==> config.mk <==
export PLATFORM = sky130hd
export DESIGN_NAME = lsu_mem_ctrl_flat
export DESIGN_NICKNAME = d
export VERILOG_FILES = /design/src/rtl/lsu_mem_ctrl_if.sv /design/src/rtl/lsu_mem_ctrl.sv /design/src/flat_wrapper.sv
export SDC_FILE = /design/constraint.sdc
export NUM_CORES = 1
export LEC_CHECK = 0
export CAP_MARGIN = 20
export CORE_MARGIN = 2
export CORE_UTILIZATION = 42
export CTS_CLUSTER_DIAMETER = 100
export DETAILED_ROUTE_END_ITERATION = 10
export GPL_TIMING_DRIVEN = 0
export PLACE_DENSITY = 0.81
export SLEW_MARGIN = 20
export SYNTH_ARGS = -nofsm -noshare
export SYNTH_HDL_FRONTEND = slang
export SYNTH_SLANG_ARGS = --single-unit
==> constraint.sdc <==
create_clock -name clk -period 2.8 [get_ports clk]
set_input_delay 0.84 -clock clk [delete_from_list [all_inputs] [get_ports clk]]
set_output_delay 0.84 -clock clk [all_outputs]
set_load 0.03 [all_outputs]
==> src/rtl/lsu_mem_ctrl_if.sv <==
`default_nettype none
// ============================================================================
//  Module   : lsu_mem_ctrl_if
//  Purpose  : Bundles the core-side request/response handshake and the
//             data-memory port of the load/store controller.
//  Modports : slave  - controller view (drives req_ready, rsp_*, dmem_* outs)
//             master - core + memory view (drives req_*, rsp_ready, dmem_rdata)
//  Signals  : req_valid/req_ready/req_we/req_addr/req_wdata/req_funct3
//             rsp_valid/rsp_ready/rsp_rdata/rsp_err
//             dmem_addr/dmem_wdata/dmem_size/dmem_wen/dmem_rdata
//  Revision : 1.0 - initial release
// ============================================================================
interface lsu_mem_ctrl_if #(
   parameter int ADDR_W = 32,
   parameter int DATA_W = 32
);
   logic              req_valid;
   logic              req_ready;
   logic              req_we;
   logic [ADDR_W-1:0] req_addr;
   logic [DATA_W-1:0] req_wdata;
   logic [2:0]        req_funct3;

   logic              rsp_valid;
   logic              rsp_ready;
   logic [DATA_W-1:0] rsp_rdata;
   logic              rsp_err;

   logic [ADDR_W-1:0] dmem_addr;
   logic [DATA_W-1:0] dmem_wdata;
   logic [2:0]        dmem_size;
   logic              dmem_wen;
   logic [DATA_W-1:0] dmem_rdata;

   modport slave (
      input  req_valid, req_we, req_addr, req_wdata, req_funct3,
      input  rsp_ready, dmem_rdata,
      output req_ready, rsp_valid, rsp_rdata, rsp_err,
      output dmem_addr, dmem_wdata, dmem_size, dmem_wen
   );

   modport master (
      output req_valid, req_we, req_addr, req_wdata, req_funct3,
      output rsp_ready, dmem_rdata,
      input  req_ready, rsp_valid, rsp_rdata, rsp_err,
      input  dmem_addr, dmem_wdata, dmem_size, dmem_wen
   );
endinterface
`default_nettype wire

==> src/rtl/lsu_mem_ctrl.sv <==
`default_nettype none
// ============================================================================
//  Module   : lsu_mem_ctrl
//  Purpose  : Load/store controller between the MEM stage and a byte-addressed
//             data memory with a one-cycle registered read. Checks funct3
//             legality and alignment, performs the access, registers the
//             result and holds it until the core accepts the response.
//  Ports    : clk  - system clock, rising edge
//             rst  - synchronous active-high reset
//             bus  - lsu_mem_ctrl_if.slave (request, response, memory port)
//  Options  : LSU_MISALIGN_SPLIT_EN - when defined, misaligned H/HU/W accesses
//             are split into byte accesses instead of returning an error.
//  Notes    : DATA_W must be 32.
//  Revision : 1.0 - initial release
// ============================================================================
module lsu_mem_ctrl #(
   parameter int ADDR_W = 32,
   parameter int DATA_W = 32
) (
   input  logic          clk,
   input  logic          rst,
   lsu_mem_ctrl_if.slave bus
);

   typedef enum logic [1:0] {
      ST_IDLE   = 2'd0,
      ST_ACCESS = 2'd1,
      ST_CAPT   = 2'd2,
      ST_RESP   = 2'd3
   } state_t;

   localparam logic [2:0] F3_B  = 3'b000;
   localparam logic [2:0] F3_H  = 3'b001;
   localparam logic [2:0] F3_W  = 3'b010;
   localparam logic [2:0] F3_BU = 3'b100;
   localparam logic [2:0] F3_HU = 3'b101;

   state_t            state_q, state_d;
   logic              we_q, we_d;
   logic [DATA_W-1:0] rdata_q, rdata_d;
   logic              err_q, err_d;
   logic [ADDR_W-1:0] maddr_q, maddr_d;
   logic [DATA_W-1:0] mwdata_q, mwdata_d;
   logic [2:0]        msize_q, msize_d;
   logic              mwen_q, mwen_d;

   logic              legal_w;
   logic              aligned_w;
   logic              error_w;

`ifdef LSU_MISALIGN_SPLIT_EN
   // Request copy needed to generate the follow-on byte accesses.
   logic [ADDR_W-1:0] addr_q, addr_d;
   logic [DATA_W-1:0] wdata_q, wdata_d;
   logic [2:0]        f3_q, f3_d;
   logic              split_q, split_d;
   logic [1:0]        cnt_q, cnt_d;
   logic [DATA_W-1:0] asm_q, asm_d;

   logic [1:0]        last_w;
   logic [1:0]        cnt_nx_w;
   logic [DATA_W-1:0] asm_w;
   logic [DATA_W-1:0] ext_w;
`endif

   // Legality and natural alignment of the incoming request.
   always_comb begin
      legal_w = 1'b0;
      if (bus.req_we) begin
         legal_w = (bus.req_funct3 == F3_B) || (bus.req_funct3 == F3_H) ||
                   (bus.req_funct3 == F3_W);
      end else begin
         legal_w = (bus.req_funct3 == F3_B)  || (bus.req_funct3 == F3_H)  ||
                   (bus.req_funct3 == F3_W)  || (bus.req_funct3 == F3_BU) ||
                   (bus.req_funct3 == F3_HU);
      end

      aligned_w = 1'b1;
      case (bus.req_funct3)
         F3_H, F3_HU: aligned_w = ~bus.req_addr[0];
         F3_W:        aligned_w = (bus.req_addr[1:0] == 2'b00);
         default:     aligned_w = 1'b1;
      endcase

`ifdef LSU_MISALIGN_SPLIT_EN
      error_w = ~legal_w;
`else
      error_w = ~legal_w | ~aligned_w;
`endif
   end

`ifdef LSU_MISALIGN_SPLIT_EN
   // Byte-split helpers: last byte index, next index, assembled word
   // (current byte merged in) and its final extension.
   always_comb begin
      last_w   = (f3_q == F3_W) ? 2'd3 : 2'd1;
      cnt_nx_w = cnt_q + 2'd1;
      asm_w    = asm_q;
      asm_w[{cnt_q, 3'b000} +: 8] = bus.dmem_rdata[7:0];
      case (f3_q)
         F3_H:    ext_w = {{16{asm_w[15]}}, asm_w[15:0]};
         F3_HU:   ext_w = {16'h0000, asm_w[15:0]};
         default: ext_w = asm_w;
      endcase
   end
`endif

   // Next-state and datapath updates.
   always_comb begin
      state_d  = state_q;
      we_d     = we_q;
      rdata_d  = rdata_q;
      err_d    = err_q;
      maddr_d  = maddr_q;
      mwdata_d = mwdata_q;
      msize_d  = msize_q;
      mwen_d   = 1'b0;          // write strobe only lives for one ACCESS cycle
`ifdef LSU_MISALIGN_SPLIT_EN
      addr_d   = addr_q;
      wdata_d  = wdata_q;
      f3_d     = f3_q;
      split_d  = split_q;
      cnt_d    = cnt_q;
      asm_d    = asm_q;
`endif

      unique case (state_q)
         ST_IDLE: begin
            if (bus.req_valid) begin
               we_d = bus.req_we;
`ifdef LSU_MISALIGN_SPLIT_EN
               addr_d  = bus.req_addr;
               wdata_d = bus.req_wdata;
               f3_d    = bus.req_funct3;
               split_d = ~aligned_w;
               cnt_d   = 2'd0;
               asm_d   = '0;
`endif
               if (error_w) begin
                  // No memory access; memory port keeps its last values.
                  err_d   = 1'b1;
                  rdata_d = '0;
                  state_d = ST_RESP;
               end
`ifdef LSU_MISALIGN_SPLIT_EN
               else if (!aligned_w) begin
                  // First byte of a split access.
                  err_d    = 1'b0;
                  maddr_d  = bus.req_addr;
                  msize_d  = bus.req_we ? F3_B : F3_BU;
                  mwdata_d = {{(DATA_W-8){1'b0}}, bus.req_wdata[7:0]};
                  mwen_d   = bus.req_we;
                  state_d  = ST_ACCESS;
               end
`endif
               else begin
                  err_d    = 1'b0;
                  maddr_d  = bus.req_addr;
                  msize_d  = bus.req_funct3;
                  mwdata_d = bus.req_wdata;
                  mwen_d   = bus.req_we;
                  state_d  = ST_ACCESS;
               end
            end
         end

         ST_ACCESS: begin
            state_d = ST_CAPT;
         end

         ST_CAPT: begin
`ifdef LSU_MISALIGN_SPLIT_EN
            if (split_q) begin
               asm_d = asm_w;
               if (cnt_q == last_w) begin
                  rdata_d = we_q ? '0 : ext_w;
                  state_d = ST_RESP;
               end else begin
                  cnt_d    = cnt_nx_w;
                  maddr_d  = addr_q + {{(ADDR_W-2){1'b0}}, cnt_nx_w};
                  mwdata_d = {{(DATA_W-8){1'b0}}, wdata_q[{cnt_nx_w, 3'b000} +: 8]};
                  mwen_d   = we_q;
                  state_d  = ST_ACCESS;
               end
            end else
`endif
            begin
               // Memory already returns the load extended per size.
               rdata_d = we_q ? '0 : bus.dmem_rdata;
               state_d = ST_RESP;
            end
         end

         ST_RESP: begin
            if (bus.rsp_ready) begin
               state_d = ST_IDLE;
            end
         end

         default: begin
            state_d = ST_IDLE;
         end
      endcase
   end

   always_ff @(posedge clk) begin
      if (rst) begin
         state_q  <= ST_IDLE;
         we_q     <= 1'b0;
         rdata_q  <= '0;
         err_q    <= 1'b0;
         maddr_q  <= '0;
         mwdata_q <= '0;
         msize_q  <= F3_W;
         mwen_q   <= 1'b0;
`ifdef LSU_MISALIGN_SPLIT_EN
         addr_q   <= '0;
         wdata_q  <= '0;
         f3_q     <= F3_W;
         split_q  <= 1'b0;
         cnt_q    <= 2'd0;
         asm_q    <= '0;
`endif
      end else begin
         state_q  <= state_d;
         we_q     <= we_d;
         rdata_q  <= rdata_d;
         err_q    <= err_d;
         maddr_q  <= maddr_d;
         mwdata_q <= mwdata_d;
         msize_q  <= msize_d;
         mwen_q   <= mwen_d;
`ifdef LSU_MISALIGN_SPLIT_EN
         addr_q   <= addr_d;
         wdata_q  <= wdata_d;
         f3_q     <= f3_d;
         split_q  <= split_d;
         cnt_q    <= cnt_d;
         asm_q    <= asm_d;
`endif
      end
   end

   // Handshakes decode straight from the state register, so req_ready is
   // already low in the cycle RESP is being left.
   assign bus.req_ready  = (state_q == ST_IDLE);
   assign bus.rsp_valid  = (state_q == ST_RESP);
   assign bus.rsp_rdata  = rdata_q;
   assign bus.rsp_err    = err_q;
   assign bus.dmem_addr  = maddr_q;
   assign bus.dmem_wdata = mwdata_q;
   assign bus.dmem_size  = msize_q;
   assign bus.dmem_wen   = mwen_q;

endmodule
`default_nettype wire

==> src/flat_wrapper.sv <==
// flat-port wrapper written by rule: the top's interface ports become plain ports
module lsu_mem_ctrl_flat 
#(
   parameter int ADDR_W = 32,
   parameter int DATA_W = 32
)
  (clk, rst, bus_req_valid, bus_req_we, bus_req_addr, bus_req_wdata, bus_req_funct3, bus_rsp_ready, bus_dmem_rdata, bus_req_ready, bus_rsp_valid, bus_rsp_rdata, bus_rsp_err, bus_dmem_addr, bus_dmem_wdata, bus_dmem_size, bus_dmem_wen);
  lsu_mem_ctrl_if #(.ADDR_W(ADDR_W), .DATA_W(DATA_W)) bus_i ();
  input  logic clk;
  input  logic rst;
  input wire logic [$bits(bus_i.req_valid)-1:0] bus_req_valid;
  input wire logic [$bits(bus_i.req_we)-1:0] bus_req_we;
  input wire logic [$bits(bus_i.req_addr)-1:0] bus_req_addr;
  input wire logic [$bits(bus_i.req_wdata)-1:0] bus_req_wdata;
  input wire logic [$bits(bus_i.req_funct3)-1:0] bus_req_funct3;
  input wire logic [$bits(bus_i.rsp_ready)-1:0] bus_rsp_ready;
  input wire logic [$bits(bus_i.dmem_rdata)-1:0] bus_dmem_rdata;
  output wire logic [$bits(bus_i.req_ready)-1:0] bus_req_ready;
  output wire logic [$bits(bus_i.rsp_valid)-1:0] bus_rsp_valid;
  output wire logic [$bits(bus_i.rsp_rdata)-1:0] bus_rsp_rdata;
  output wire logic [$bits(bus_i.rsp_err)-1:0] bus_rsp_err;
  output wire logic [$bits(bus_i.dmem_addr)-1:0] bus_dmem_addr;
  output wire logic [$bits(bus_i.dmem_wdata)-1:0] bus_dmem_wdata;
  output wire logic [$bits(bus_i.dmem_size)-1:0] bus_dmem_size;
  output wire logic [$bits(bus_i.dmem_wen)-1:0] bus_dmem_wen;
  assign bus_i.req_valid = bus_req_valid;
  assign bus_i.req_we = bus_req_we;
  assign bus_i.req_addr = bus_req_addr;
  assign bus_i.req_wdata = bus_req_wdata;
  assign bus_i.req_funct3 = bus_req_funct3;
  assign bus_i.rsp_ready = bus_rsp_ready;
  assign bus_i.dmem_rdata = bus_dmem_rdata;
  assign bus_req_ready = bus_i.req_ready;
  assign bus_rsp_valid = bus_i.rsp_valid;
  assign bus_rsp_rdata = bus_i.rsp_rdata;
  assign bus_rsp_err = bus_i.rsp_err;
  assign bus_dmem_addr = bus_i.dmem_addr;
  assign bus_dmem_wdata = bus_i.dmem_wdata;
  assign bus_dmem_size = bus_i.dmem_size;
  assign bus_dmem_wen = bus_i.dmem_wen;
  lsu_mem_ctrl #(.ADDR_W(ADDR_W), .DATA_W(DATA_W)) u_core (.clk(clk), .rst(rst), .bus(bus_i));
endmodule
==> results.toml <==
[outcome]
status = "complete, no violations"

[routing]
routed_wl_um = 12400
drtIter0Drc = 140
drc = 0
drtAntennaViolNets = 0
vias_per_cell = 4.69
avgRoutedWirePerCell_um = 15.1
vias = 3865
drt-pass1-iter-count = 4

[worst_setup_path]
crit_type = "in -> reg"
cp.required_ps = 3100
cp.arrival_ps = 2860
critical_path.max_fanout = 10
startpoint_type = "input port"
endpoint_kind = "register"

[floorplan]
fp.dieW_um = 109
start_util_pct = 42.7
die_h_um = 109
die_area_mm2 = 0.0118
core_mm2 = 0.0108
row_count = 38
ios = 207

[clock_tree]
cts_hold_buf = 0
cts_buffers = 9
path_clk_slew_ps = 100
cts-root-buf = "clkbuf_8"
cts_resized = 0
clockBufferDepth = 2
htree_levels = 3
clock_latency_ps = 380
cts_tree = "yes"
cts_num_sinks = 104
cts_setup_buffers = 0

[grt]
grt_max_degree = 17
grt_first_pass_wirelength_um = 19200
grt_pass1_vias = 3930
antenna_found_initial = 0
grt-ovfl-total = 0
track_usage_pct = 20.9

[synthesis]
synthesis.area_mm2 = 0.00461
synth_warnings = 0
synth.distinct_cells = 24
synth_area_leaders = "dfxtp_1 45%, nand2b_1 23%, mux2i_1 21%"
synth.net_count = 570
ys_seq_elements = 104
synth_seq_area_share_pct = 45.1
synth_top_area_share_pct = 45.1
synth_area_per_cell_um2 = 9.96
yosys.area.top_type = "dfxtp_1"
syn_inst = 463

[cells_and_area]
final_cells = 824
area_growth_pct = 53.1
nets = 786
final_util_pct = 65.4
final-seq-area_mm2 = 0.00208
n_antenna_cell = 0
multi_input_area_mm2 = 0.00233
fill_cells = 894
final_area_mm2 = 0.00706
drive_above_1_share_pct = 4.24

[power]
power_per_cell_area_mw_per_mm2 = 590
power.leakage_nw = 2.48
ir_drop_mv = 0.341

[placed_design]
dpl_cell_area_mm2 = 0.00684
port_buffers = 205
dpl.hpwl_um = 9500
dp_cells = 808
gp_congestion = 0.765

[flow_run]
cap_violations = 0

[timing]
finalHoldViolCount = 0
period_needed_ps = 2560
finalSetupTns_ps = 0
setup_viol = 0
clock_skew_ps = 11.5
tightest_slew_ps = 672
rsz0062_at_grt = "false"
maxSlewViolCount = 0
holdWs_ps = 464
slew_headroom_pct = 55.1
finalCritPeriodShare_pct = 91.5
fmax_mhz = 390

[worst_hold_path]
min_path_type = "reg -> reg"
Yosys cell counts:
cell and number:
nand3_1 1, a311oi_1 1, buf_6 6, nand2_1 35
dfxtp_1 104, a31oi_1 1, buf_4 4, a41o_1 1
or4_4 1, nor3b_1 2, and3b_1 1, buf_2 1
mux2i_1 99, nand2b_1 166, inv_1 2, a221o_1 1
nor2_1 2, nor2b_1 2, clkbuf_1 23, nand4_1 1
a21oi_1 4, ha_1 3, a21oi_2 1, nor3_1 1
cell usage in the layout (no fill, tap or decap), drive strengths merged:
master	synthesis	final
clkdlybuf4s50	0	205
nand2b	166	166
dfxtp	104	104
mux2i	99	99
nand2	35	35
clkbuf	23	33
buf	11	11
a21oi	5	5
ha	3	3
clkinv	0	3
inv	2	2
nor3b	2	2
nor2b	2	2
nor2	2	2
bufinv	0	2
a221o	1	1
or4	1	1
a41o	1	1
nor3	1	1
nand3	1	1
a31oi	1	1
a311oi	1	1
nand4	1	1
and3b	1	1
clkinvlp	0	1
where the power goes:
part / switching (mW) / internal [mW] / leakage, nW
logic: 0.739 / 0.690 / 1.53
registers: 0.0783 / 1.62 / 0.843
clock network: 0.522 / 0.523 / 0.112
path summary, 6_finish.rpt:
check	endpoint	cells after the start	slack, ps	startpoint
worst max-delay path	u_core.bus.dmem_addr[17]	6	240	bus_req_funct3[2]
worst min register to register	u_core.we_q	2	460	u_core.we_q
worst max register to register	u_core.bus.dmem_addr[17]	8	780	u_core.state_q[0]
worst min-delay path	u_core.we_q	2	460	u_core.we_q
flip-flops by register name (all words and copies together) (netlist names):
register,flops
u_core.bus.rsp_err,1
u_core.bus.dmem_size,3
u_core.bus.dmem_addr,32
u_core.bus.dmem_wdata,32
u_core.bus.dmem_wen,1
u_core.we_q,1
u_core.state_q,2
u_core.bus.rsp_rdata,32
per-layer routing:
| layer | share of wire (%) | vias to the layer above | GRT usage, % | wire [um] |
|---|---|---|---|---|
| met5 | 0 | - | 0 | 0 |
| li1 | - | 1926 | - | - |
| met3 | 7.7 | 23 | 6.46 | 958 |
| met1 | 42 | 1784 | 23.5 | 5200 |
| met4 | 2.7 | 0 | 9.52 | 333 |
| met2 | 48 | 132 | 36.3 | 5930 |
per-stage QoR:
step | total power [mW] | setup WS, ps
2_1_floorplan | 2.62 | 599
3_3_place_gp | 3.12 | -101
3_5_place_dp | 3.16 | -161
4_1_cts | 4.21 | 237
5_1_grt | 4.37 | 168
6_report | 4.17 | 239
final cells by class:
type	count	area share (%)
multi-input cells	323	33.1
flip-flops and latches	104	29.5
repair buffers	205	29.1
plain buffers	34	2.68
well taps	140	2.48
clock buffers	10	1.95
clock inverters	6	1.17
inverters	2	0.106
logic make-up (layout without fill, tap and decap cells):
group                      Yosys count  in the layout  share of synthesized area [%]
and+or+nand+nor                    212            212                           26.9
muxes                               99             99                           21.5
AOI/OAI and AO/OA                    9              9                           1.38
DFF                                104            104                           45.1
buffers and inverters               36            257                           4.26
adders and majority gates            3              3                          0.814
critical path, stage by stage:
cell             delay, ps
clkdlybuf4s50_1        490
or4_4                  600
a21oi_2                300
buf_6                  220
buf_6                  190
mux2i_1                220
No activity file was read; power rests on OpenSTA's default activity.
